**config.mk**
```make
export PLATFORM = sky130hd
export DESIGN_NAME = mem_responder
export DESIGN_NICKNAME = d
export VERILOG_FILES = /design/src/rtl/mem_resp_pkg.sv /design/src/rtl/mem_resp_sat_cnt.sv /design/src/rtl/mem_responder.sv
export SDC_FILE = /design/constraint.sdc
export NUM_CORES = 1
export LEC_CHECK = 0
export ABC_CLOCK_PERIOD_IN_PS = 1500
export BUFFER_PORTS_ARGS = -buffer_cell sky130_fd_sc_hd__buf_2
export CORE_MARGIN = 3
export CORE_UTILIZATION = 56
export CTS_CLUSTER_SIZE = 25
export DETAILED_ROUTE_END_ITERATION = 10
export PLACE_DENSITY = 0.82
export REMOVE_ABC_BUFFERS = 1
export SYNTH_ARGS = -nofsm -noshare
export SYNTH_HDL_FRONTEND = slang
export SYNTH_HIERARCHICAL = 1
export SYNTH_SLANG_ARGS = --single-unit
```
**constraint.sdc**
```tcl
create_clock -name clk -period 1.5 [get_ports clk]
set_input_delay 0.3 -clock clk [delete_from_list [all_inputs] [get_ports clk]]
set_output_delay 0.3 -clock clk [all_outputs]
set_load 0.02 [all_outputs]
```
**src/rtl/mem_resp_pkg.sv**
```systemverilog
// Shared types and sizes for the 2-bit-address / 8-bit-data memory bus.
// Imported by the responder RTL and by the memory agent's driver and monitor.
package mem_resp_pkg;
  localparam int ADDR_W = 2;
  localparam int DATA_W = 8;
  localparam int DEPTH  = 4;

  typedef enum logic {
    MEM_RD = 1'b0,
    MEM_WR = 1'b1
  } mem_op_e;

  typedef enum logic {
    ST_IDLE = 1'b0,
    ST_RESP = 1'b1
  } resp_state_e;
endpackage

```
**src/rtl/mem_resp_sat_cnt.sv**
```systemverilog
// Saturating up-counter: steps by one on inc and sticks at all-ones.
module mem_resp_sat_cnt #(
  parameter int W = 10
) (
  input  logic         clk,
  input  logic         rst,
  input  logic         inc,
  output logic [W-1:0] cnt
);
  always_ff @(posedge clk or posedge rst) begin
    if (rst) begin
      cnt <= '0;
    end else if (inc && (cnt != {W{1'b1}})) begin
      cnt <= cnt + 1'b1;
    end
  end
endmodule

```
**src/rtl/mem_responder.sv**
```systemverilog
// Memory-side responder: 4x8 register file, registered read response with
// uninitialised-entry flag. Optional access counters under MEM_ACC_CNT_EN.
module mem_responder
  import mem_resp_pkg::*;
#(
  parameter int                CNT_W    = 10,
  parameter logic [DATA_W-1:0] RST_DATA = 8'h00
) (
  input  logic              clk,
  input  logic              rst,
  input  logic [ADDR_W-1:0] mem_addr,
  input  logic [DATA_W-1:0] mem_data,
  input  logic              mem_rw,
  input  logic              mem_en,
  output logic [DATA_W-1:0] rd_data,
  output logic              rd_valid,
  output logic              rd_uninit,
`ifdef MEM_ACC_CNT_EN
  output logic [CNT_W-1:0]  wr_cnt,
  output logic [CNT_W-1:0]  rd_cnt,
`endif
  output resp_state_e       resp_state
);
  // Handshake: no backpressure; every posedge with mem_en=1 consumes one
  // command, and rd_valid is a pure qualifier on rd_data/rd_uninit.
  logic [DATA_W-1:0] mem [DEPTH];
  logic [DEPTH-1:0]  written;
  resp_state_e       state_q;
  resp_state_e       state_d;
  logic              wr_cmd;
  logic              rd_cmd;

  assign wr_cmd = mem_en && (mem_op_e'(mem_rw) == MEM_WR);
  assign rd_cmd = mem_en && (mem_op_e'(mem_rw) == MEM_RD);

  always_ff @(posedge clk or posedge rst) begin
    if (rst) begin
      for (int i = 0; i < DEPTH; i++) begin
        mem[i] <= RST_DATA;
      end
      written   <= '0;
      rd_data   <= RST_DATA;
      rd_uninit <= 1'b0;
    end else if (wr_cmd) begin
      mem[mem_addr]     <= mem_data;
      written[mem_addr] <= 1'b1;
    end else if (rd_cmd) begin
      rd_data   <= mem[mem_addr];
      rd_uninit <= ~written[mem_addr];
    end
  end

  always_ff @(posedge clk or posedge rst) begin
    if (rst) begin
      state_q <= ST_IDLE;
    end else begin
      state_q <= state_d;
    end
  end

  // Any cycle that is not a read drops the response.
  always_comb begin
    state_d = ST_IDLE;
    if (rd_cmd) begin
      state_d = ST_RESP;
    end
  end

  assign rd_valid   = (state_q == ST_RESP);
  assign resp_state = state_q;

`ifdef MEM_ACC_CNT_EN
  mem_resp_sat_cnt #(.W(CNT_W)) u_wr_cnt (
    .clk (clk),
    .rst (rst),
    .inc (wr_cmd),
    .cnt (wr_cnt)
  );

  mem_resp_sat_cnt #(.W(CNT_W)) u_rd_cnt (
    .clk (clk),
    .rst (rst),
    .inc (rd_cmd),
    .cnt (rd_cnt)
  );
`endif
endmodule
```
==> results of run 1 <==
-- worst min path at each step --
stage | start | end | slack, ns | cells after the start
after floorplan | written[1] | written[1] | 0.43 | 1
after global placement | rst | rd_data[7] | 0.35 | 3
after detailed placement | rst | rd_data[7] | 0.36 | 3
after CTS | mem_data[1] | mem[1] | 0.19 | 2
after global routing | mem_data[1] | mem[1] | 0.17 | 2
final | mem_data[2] | mem[10] | 0.20 | 2
-- registers in the layout, summed over array words and instances, names as in the netlist --
| name | cells |
|---|---|
| written | 4 |
| rd_uninit | 1 |
| rd_valid | 1 |
| mem | 32 |
| rd_data | 8 |
-- layout make-up --
class                   count  area share [%]
inverters                   2           0.327
well taps                  44            2.40
clock inverters             1           0.381
multi-input cells          59            34.1
flip-flops and latches     46            50.1
repair buffers             36            9.81
clock buffers               7            2.83
-- cells in the final DEF (no fill, tap or decap), drive strengths merged --
cell type,Yosys,routed
dfrtp,46,46
clkbuf,0,7
nand4b,2,2
nand4,1,1
mux2,40,40
buf,5,35
and4bb,1,1
mux2i,1,1
clkinv,0,2
dlygate4sd3,0,1
nand2b,3,3
or2,1,1
inv,2,1
nor2b,1,1
mux4,9,9
-- worst reg2reg max path: cells and delay by family, from the launching register on --
kind / cells / cell delay, ns
flip-flops: 1 / 0.42
multiplexers: 2 / 0.79
-- power by group --
| part | switching, mW | internal, mW |
|---|---|---|
| Sequential | 0.146 | 1.52 |
| Combinational | 0.309 | 0.416 |
| Clock | 0.385 | 0.278 |
-- metrics by stage --
step                      hold WS, ns  total power, mW  util (%)  std cells
after global routing            0.169             3.21      71.7        195
after detailed placement        0.357             2.43      69.1        186
after floorplan                 0.425             2.15         -        107
after global placement          0.349             2.35      69.1        186
after CTS                       0.193             3.08      71.7        195
final                           0.195             3.05      71.7        195
-- logic make-up (layout without fill, tap and decap cells) --
| family | after synthesis | after routing | share of synthesized area, % |
|---|---|---|---|
| mux | 50 | 50 | 35.3 |
| flops | 46 | 46 | 58.3 |
| simple gates | 9 | 9 | 4.37 |
| buf+inv | 7 | 46 | 2.09 |
-- routing by layer --
metal | track usage, % | part of all wire [%] | vias to the layer above | wire length, µm
met5 | 0 | 0 | - | 0
met4 | 6.48 | 1.5 | 0 | 55
met3 | 5.81 | 4.2 | 4 | 155
met2 | 37.2 | 56 | 22 | 2070
met1 | 22.9 | 38 | 585 | 1410
li1 | - | - | 495 | -
==> impl_metrics.py, run 1 <==
metrics = {
    "run_status": {
        "outcome": "complete, no violations",
    },
    "clock_tree": {
        "clock_path_buffers": 2,
        "numCtsBuffers": 5,
        "ctsHoldBuffers": 1,
        "tritoncts": "built",
        "clockRootBuffer": "clkbuf_4",
        "path_clk_slew_ns": 0.14,
        "h-tree-depth": 2,
        "cts_resized": 0,
        "clock_sink_count": 46,
        "post_cts_buffers": 0,
        "clock_latency_ns": 0.36,
    },
    "sta": {
        "setup_viol": 0,
        "finClkSkew_ns": 0.0196,
        "hold_violations": 0,
        "setup_slack_ns": 0.208,
        "setup_tns_ns": 0,
        "timing.final.crit_share_pct": 86.1,
        "maxSlewHeadroom_pct": 74.5,
        "clock.fmax_mhz": 774,
        "rsz0062_at_grt": "false",
        "period_needed_ns": 1.29,
        "slew_viol_final": 0,
        "worst_pin_slew_ns": 0.382,
    },
    "placed_design": {
        "placed_area_um2": 2210,
        "dp_slack_ns": -0.173,
        "gp_congestion": 0.734,
        "numPortBuffers": 24,
    },
    "setup_path": {
        "setup.worst_path.start": "mem[10]",
        "endpoint": "rd_data[2]",
        "r2r_end": "rd_data[2]",
        "slowest_stage": "mux4_1",
        "cp.arrival_ns": 1.56,
        "cpPeakStageDelay_ns": 0.51,
        "path_buf_inv": 0,
        "r2r_setup_slack_ns": 0.21,
        "critPathKind": "flip-flop to flip-flop",
        "end_kind": "flip-flop",
        "r2r_start": "mem[10]",
        "crit_family": "multiplexers",
        "critical_path_cell_count": 2,
        "rr_worst_depth": 2,
        "cp-start-kind": "flip-flop",
        "cp_data_required_time_ns": 1.77,
        "crit_fanout": 2,
        "cp_cell_sequence": "mux4_1 > mux2_2",
    },
    "detailed_routing": {
        "drt-initial-drc-count": 57,
        "drtPass1Iterations": 4,
        "vias_per_cell": 5.67,
        "wl_um": 3700,
        "drc": 0,
        "wl_per_cell_um": 19.0,
        "num_vias": 1106,
        "ant_nets": 0,
    },
    "synth": {
        "ys_async_sr_fraction_pct": 100,
        "synth_seq_cells": 46,
        "yosys_most_used_dff": "dfrtp_1",
        "ys_warn_count": 6,
        "synth_area_leaders": "dfrtp_1 (58%), mux2_2 (19%), mux4_2 (6.8%)",
        "syn_inst": 112,
        "ys_types": 16,
        "yosysTopAreaCell": "dfrtp_1",
        "synth_edf_count": 0,
        "synth_commonest_cells": "dfrtp_1 (46), mux2_2 (34), mux2_4 (6), mux4_2 (6)",
        "synth_largest_type_area_fraction_pct": 58.3,
        "avgSynthCellArea_um2": 17.6,
        "netlist_area_um2": 1980,
        "synth-seq-area-share_pct": 58.3,
        "synth.most_common_cell": "dfrtp_1",
    },
    "pwr": {
        "p_per_area_nw_per_um2": 1330,
        "ir_drop_mv": 0.821,
        "p_leak_nw": 1.04,
    },
    "final_layout": {
        "nets": 164,
        "postLayoutCellArea_um2": 2300,
        "regArea_um2": 1150,
        "nFillCells": 230,
        "diodes": 0,
        "synthToLayoutAreaGrowth_pct": 16.2,
        "drive_gt1_share_pct": 62.3,
        "multi_input_area_um2": 783,
    },
    "grt": {
        "grt_overflow": 0,
        "grt_max_degree": 47,
        "grt_pass1_wl_um": 6270,
        "track_usage_pct": 20.4,
        "grt_antenna_before_repair": 0,
        "grt_pass1_vias": 1253,
    },
    "die": {
        "num_io_pins": 25,
        "die_y_um": 65.4,
        "die_x_um": 65.4,
        "core_area_um2": 3200,
        "initial_utilization_pct": 61.7,
        "rows": 20,
        "dieArea_um2": 4280,
    },
    "worst_hold_path": {
        "min_path_type": "input pin to flip-flop",
    },
    "flow_run": {
        "drv_cap": 0,
    },
}
(Power assumes the default switching activity.)
==> run 2: changes to the inputs <==
Settings changed: ABC_CLOCK_PERIOD_IN_PS 1500 to 1100, CORE_UTILIZATION 56 to 51, PLACE_DENSITY 0.82 to 0.79.
Clock period 1.5 ns to 1.1 ns, I/O delays scaled along.
==> run 2 against run 1 <==
The run now ends with negative setup slack left. Flip-flop and latch count is the same. Global-route usage decreased by 2.1 points. Final cell count increased by 6.7%. Wire length down 1.9%. Clock power increased by 75%. Combinational power grew 43%. Utilization fell by 2.8 points. Via count up 0.81%. Fmax rose by 5.2%. Sequential share of layout area shrank 2.7 points. Register-to-register slack got worse by 0.34 ns. Sequential power increased by 36%.
==> impl_metrics.py, run 2 (same netlist as run 1, synthesis figures left out) <==
metrics = {
    "sta": {
        "worst_pin_slew_ns": 0.249,
        "hold_violations": 0,
        "setup_viol": 8,
        "hold_slack_ns": 0.201,
        "slew_viol_final": 0,
        "timing.final.crit_share_pct": 112,
        "period_needed_ns": 1.23,
        "clock.fmax_mhz": 814,
        "maxSlewHeadroom_pct": 83.4,
        "finClkSkew_ns": 0.00205,
        "rsz0062_at_grt": "true",
        "setup_tns_ns": -0.955,
        "setup_slack_ns": -0.128,
    },
    "setup_path": {
        "cp_data_required_time_ns": 1.28,
        "cpPeakStageDelay_ns": 0.47,
        "cp.arrival_ns": 1.41,
        "slowest_stage": "mux4_2",
        "r2r_setup_slack_ns": -0.13,
        "path_buf_inv": 0,
        "crit_fanout": 2,
        "r2r_start": "mem[6]",
        "setup.worst_path.start": "mem[6]",
        "crit_family": "multiplexers",
        "critPathKind": "flip-flop to flip-flop",
        "cp-start-kind": "flip-flop",
        "cp_cell_sequence": "mux4_2 > mux2_4",
        "end_kind": "flip-flop",
    },
    "die": {
        "core_area_um2": 3520,
        "die_y_um": 68.2,
        "die_x_um": 68.2,
        "num_io_pins": 25,
        "dieArea_um2": 4660,
        "rows": 21,
        "initial_utilization_pct": 56.1,
    },
    "final_layout": {
        "layout_common_cells": "dfrtp_1 (46), mux2_2 (32), buf_2 (23), buf_4 (21), mux4_2 (9)",
        "largest-register": "mem",
        "nets": 175,
        "reg_top3": "mem (32), rd_data (8), written (4)",
        "final_common_cell": "dfrtp_1",
        "largest_reg_flops": 32,
        "nFillCells": 251,
        "multi_input_area_um2": 796,
        "drive_gt1_share_pct": 66.7,
        "diodes": 0,
        "synthToLayoutAreaGrowth_pct": 22.7,
        "regArea_um2": 1150,
    },
    "clock_tree": {
        "path_clk_slew_ns": 0.08,
        "clock_sink_count": 46,
        "tritoncts": "built",
        "clock_path_buffers": 2,
        "clockRootBuffer": "clkbuf_8",
        "h-tree-depth": 2,
        "numCtsBuffers": 5,
        "clock_latency_ns": 0.29,
    },
    "placed_design": {
        "numPortBuffers": 24,
        "gp_congestion": 0.718,
        "dp_slack_ns": -0.451,
        "dp_hpwl_um": 2570,
    },
    "detailed_routing": {
        "wl_um": 3630,
        "wl_per_cell_um": 17.4,
        "drtPass1Iterations": 5,
        "routed.top_layer": "met4",
        "met2_length_um": 1930,
        "met3_length_um": 113,
        "ant_nets": 0,
        "num_vias": 1115,
        "vias_per_cell": 5.36,
        "wl_met1_um": 1540,
        "drt-initial-drc-count": 86,
        "drc": 0,
    },
    "worst_hold_path": {
        "min_path_type": "input pin to flip-flop",
        "worstHoldStart": "mem_data[1]",
    },
    "grt": {
        "grt_overflow": 0,
        "grt_antenna_before_repair": 0,
        "grt_max_degree": 47,
        "grt_pass1_vias": 1240,
        "grt_pass1_wl_um": 5940,
        "track_usage_pct": 18.3,
    },
    "pwr": {
        "switching_power_mw": 1.13,
        "seqPwrFrac_pct": 50.7,
        "p_per_area_nw_per_um2": 1840,
        "p_int_mw": 3.32,
        "swShare_pct": 25.4,
        "p_clk_share_pct": 26.0,
        "ir_drop_mv": 1.12,
        "p_comb_share_pct": 23.3,
        "p_leak_nw": 1.11,
    },
    "run_status": {
        "violations": "negative setup slack",
        "outcome": "finished with violations",
    },
    "flow_run": {
        "drv_cap": 0,
    },
}
run 2: changes by cell type in the layout (fill, tap and decap cells not counted):
cell      before  now
clkbuf_4       5    0
mux2_2        34   32
and4bb_4       0    1
clkinv_4       1    0
mux2_4         6    8
clkbuf_8       2    8
mux4_2         6    9
buf_2         24   23
mux4_1         3    0
buf_4         10   21
run 2: final timing paths:
path,to,depth (start not counted)
max,rd_data[6],2
max in group asynchronous,mem[30],4
min in group asynchronous,mem[7],4
min,mem[1],2
min reg2reg,written[1],1
max reg2reg,rd_data[6],2
run 2: cell type report:
| class | instances | share of cell area (%) |
|---|---|---|
| inverter | 2 | 0.310 |
| clock buffer | 8 | 4.54 |
| timing repair buffer | 46 | 12.5 |
| tap | 46 | 2.37 |
| sequential | 46 | 47.5 |
| multi-input combinational | 60 | 32.8 |
run 2: per-layer routing:
layer  track usage, %  vias to the layer above
met5                0                        -
met2             30.9                       19
met1             21.5                      578
met4             6.70                        0
li1                 -                      513
met3             6.24                        5
run 2: repair_timing:
| item | CTS | global route |
|---|---|---|
| endpoints found under the hold margin | 46 | 0 |
| gates resized for setup | 5 | 2 |
| hold buffers | 1 | 0 |
| buffers inserted | 0 | 1 |
| setup endpoints to repair | 27 | 9 |
| pin swaps | 1 | 0 |
| cloned | 1 | 0 |
run 2: power groups by stage:
stage          Clock, mW  Sequential [mW]  Combinational, mW
3_3_place_gp           0             2.25              0.980
5_1_grt             1.25             2.31               1.12
6_report            1.16             2.26               1.04
4_1_cts             1.19             2.26               1.03
2_1_floorplan          0             2.38              0.562
3_5_place_dp           0             2.29               1.01
run 2: stage by stage:
stage / std cells / instance area [µm²] / total power, mW / util [%]
2_1_floorplan: 107 / 1940 / 2.94 / -
3_3_place_gp: 197 / 2280 / 3.23 / 64.8
3_5_place_dp: 197 / 2280 / 3.30 / 64.8
4_1_cts: 207 / 2420 / 4.48 / 68.7
5_1_grt: 208 / 2420 / 4.68 / 68.9
6_report: 208 / 2420 / 4.45 / 68.9
==> run 3: changes to the inputs <==
--- a/config.mk
+++ b/config.mk
@@ -12,4 +12,5 @@
 export CTS_CLUSTER_SIZE = 25
 export DETAILED_ROUTE_END_ITERATION = 10
+export HOLD_SLACK_MARGIN = 0.03
 export PLACE_DENSITY = 0.79
 export REMOVE_ABC_BUFFERS = 1
==> constraint.sdc (replaced) <==
create_clock -name clk -period 1.1 [get_ports clk]
set_input_delay 0.11 -clock clk [delete_from_list [all_inputs] [get_ports clk]]
set_output_delay 0.11 -clock clk [all_outputs]
set_load 0.02 [all_outputs]
==> run 3 against run 2 <==
The run still ends with negative setup slack left. Non-clock buffer count grew 2. Fmax fell by 0.88%. Final area decreased by 0.31%. Count of clock-buffer cells in the layout down 1. First-iteration DRC count decreased by 40%.
==> impl_metrics.py, run 3 (same netlist as run 1, synthesis figures left out) <==
metrics = {
    "setup_path": {
        "path_buf_inv": 0,
        "slowest_stage": "mux4_2",
        "critPathKind": "flip-flop to flip-flop",
        "end_kind": "flip-flop",
        "cp_data_required_time_ns": 1.28,
        "r2r_end": "rd_data[1]",
        "r2r_start": "mem[25]",
        "cp_cell_sequence": "mux4_2 > mux2_4",
        "r2r_setup_slack_ns": -0.14,
        "cp-start-kind": "flip-flop",
        "cpPeakStageDelay_ns": 0.46,
        "cp.arrival_ns": 1.42,
        "crit_family": "multiplexers",
        "crit_fanout": 2,
        "rr_worst_depth": 2,
    },
    "sta": {
        "setup_viol": 8,
        "maxSlewHeadroom_pct": 74.1,
        "hold_violations": 0,
        "setup_slack_ns": -0.139,
        "rsz0062_at_grt": "true",
        "hold_slack_ns": 0.0886,
        "slew_viol_final": 0,
        "finClkSkew_ns": 0.00466,
        "worst_pin_slew_ns": 0.389,
        "period_needed_ns": 1.24,
        "timing.final.crit_share_pct": 113,
        "clock.fmax_mhz": 807,
    },
    "die": {
        "die_x_um": 68.2,
        "num_io_pins": 25,
        "die_y_um": 68.2,
        "initial_utilization_pct": 56.1,
        "dieArea_um2": 4660,
        "rows": 21,
        "core_area_um2": 3520,
    },
    "final_layout": {
        "layout_common_cells": "dfrtp_1 (46), mux2_2 (33), buf_2 (24), buf_4 (22), mux4_2 (9)",
        "largest-register": "mem",
        "synthToLayoutAreaGrowth_pct": 22.4,
        "regArea_um2": 1150,
        "final_common_cell": "dfrtp_1",
        "drive_gt1_share_pct": 65.6,
        "multi_input_area_um2": 779,
        "nets": 176,
        "reg_top3": "mem (32), rd_data (8), written (4)",
        "layout.cells.non_filler": 209,
        "nFillCells": 239,
        "diodes": 0,
        "largest_reg_flops": 32,
        "final_core_util_pct": 68.7,
    },
    "placed_design": {
        "dp_hpwl_um": 2640,
        "gp_congestion": 0.719,
        "numPortBuffers": 24,
        "placed_cells": 196,
    },
    "run_status": {
        "outcome": "finished with violations",
        "violations": "negative setup slack",
    },
    "pwr": {
        "ir_drop_mv": 1.16,
        "total_power_mw": 4.52,
        "p_per_area_nw_per_um2": 1870,
        "p_leak_nw": 1.10,
    },
    "worst_hold_path": {
        "whs_path_depth": 2,
        "worstHoldStart": "mem_data[0]",
        "min_to": "mem[0]",
        "min_path_type": "input pin to flip-flop",
    },
    "clock_tree": {
        "h-tree-depth": 2,
        "path_clk_slew_ns": 0.08,
        "numCtsBuffers": 5,
        "clock_path_buffers": 2,
        "tritoncts": "built",
        "clock_sink_count": 46,
        "clockRootBuffer": "clkbuf_8",
        "clock_latency_ns": 0.29,
    },
    "grt": {
        "grt_max_degree": 47,
        "grt_antenna_before_repair": 0,
        "grt_pass1_vias": 1253,
        "grt_pass1_wl_um": 6200,
        "track_usage_pct": 19.0,
        "grt_overflow": 0,
    },
    "detailed_routing": {
        "wl_um": 3770,
        "drc": 0,
        "wl_met1_um": 1540,
        "routed.top_layer": "met4",
        "met3_length_um": 140,
        "wl_per_cell_um": 18.0,
        "ant_nets": 0,
        "num_vias": 1120,
        "met2_length_um": 2050,
        "drtPass1Iterations": 4,
        "drt-initial-drc-count": 52,
        "vias_per_cell": 5.36,
    },
    "flow_run": {
        "drv_cap": 0,
    },
}
## run 3: changes by cell type in the layout (fill, tap and decap cells not counted)
| cell | before | now |
|---|---|---|
| and4bb_2 | 1 | 0 |
| clkbuf_8 | 8 | 5 |
| clkbuf_1 | 0 | 2 |
| bufinv_16 | 0 | 1 |
| mux2_2 | 32 | 33 |
| buf_2 | 23 | 24 |
| mux2_4 | 8 | 7 |
| buf_4 | 21 | 22 |
## run 3: timing repair
| item | 4_1_cts | 5_1_grt |
|---|---|---|
| endpoints found under the setup margin | 10 | 9 |
| hold buffers | 1 | 0 |
| setup buffers | 3 | 1 |
| hold endpoints to repair | 46 | 0 |
| resized for setup | 5 | 0 |
## run 3: worst max-delay path by stage
stage / from / to / slack [ns] / cells after the start
CTS: mem[6] / rd_data[6] / -0.14 / 2
global route: mem[25] / rd_data[1] / -0.17 / 2
floorplan: mem_en / rd_data[1] / -0.19 / 2
detailed placement: mem_addr[0] / rd_data[1] / -0.36 / 3
finish: mem[25] / rd_data[1] / -0.14 / 2
global placement: mem_addr[0] / rd_data[2] / -0.31 / 3
## run 3: final cells by class
class / instances / share of cell area [%]
repair buffers: 48 / 13.0
inverters: 2 / 0.311
well taps: 46 / 2.38
clock buffers: 7 / 3.16
multi-input cells: 59 / 32.2
clock inverters: 1 / 1.24
flip-flops and latches: 46 / 47.6
## run 3: power breakdown
part	internal [mW]	leakage [nW]	switching (mW)
sequential	2.07	0.543	0.185
combinational	0.633	0.508	0.428
clock	0.680	0.0524	0.529
## run 3: through the flow
| step | setup WS [ns] | area (µm²) | setup TNS (ns) |
|---|---|---|---|
| floorplan | -0.193 | 1940 | -5.70 |
| finish | -0.139 | 2420 | -0.942 |
| detailed placement | -0.359 | 2270 | -10.62 |
| global route | -0.168 | 2420 | -1.16 |
| global placement | -0.306 | 2270 | -8.79 |
| CTS | -0.138 | 2410 | -0.953 |
## run 3: layer usage
layer,global-route usage [%],vias up
met1,22.3,578
met3,5.42,6
li1,-,515
met5,0,-
met4,5.71,0
met2,33.6,21
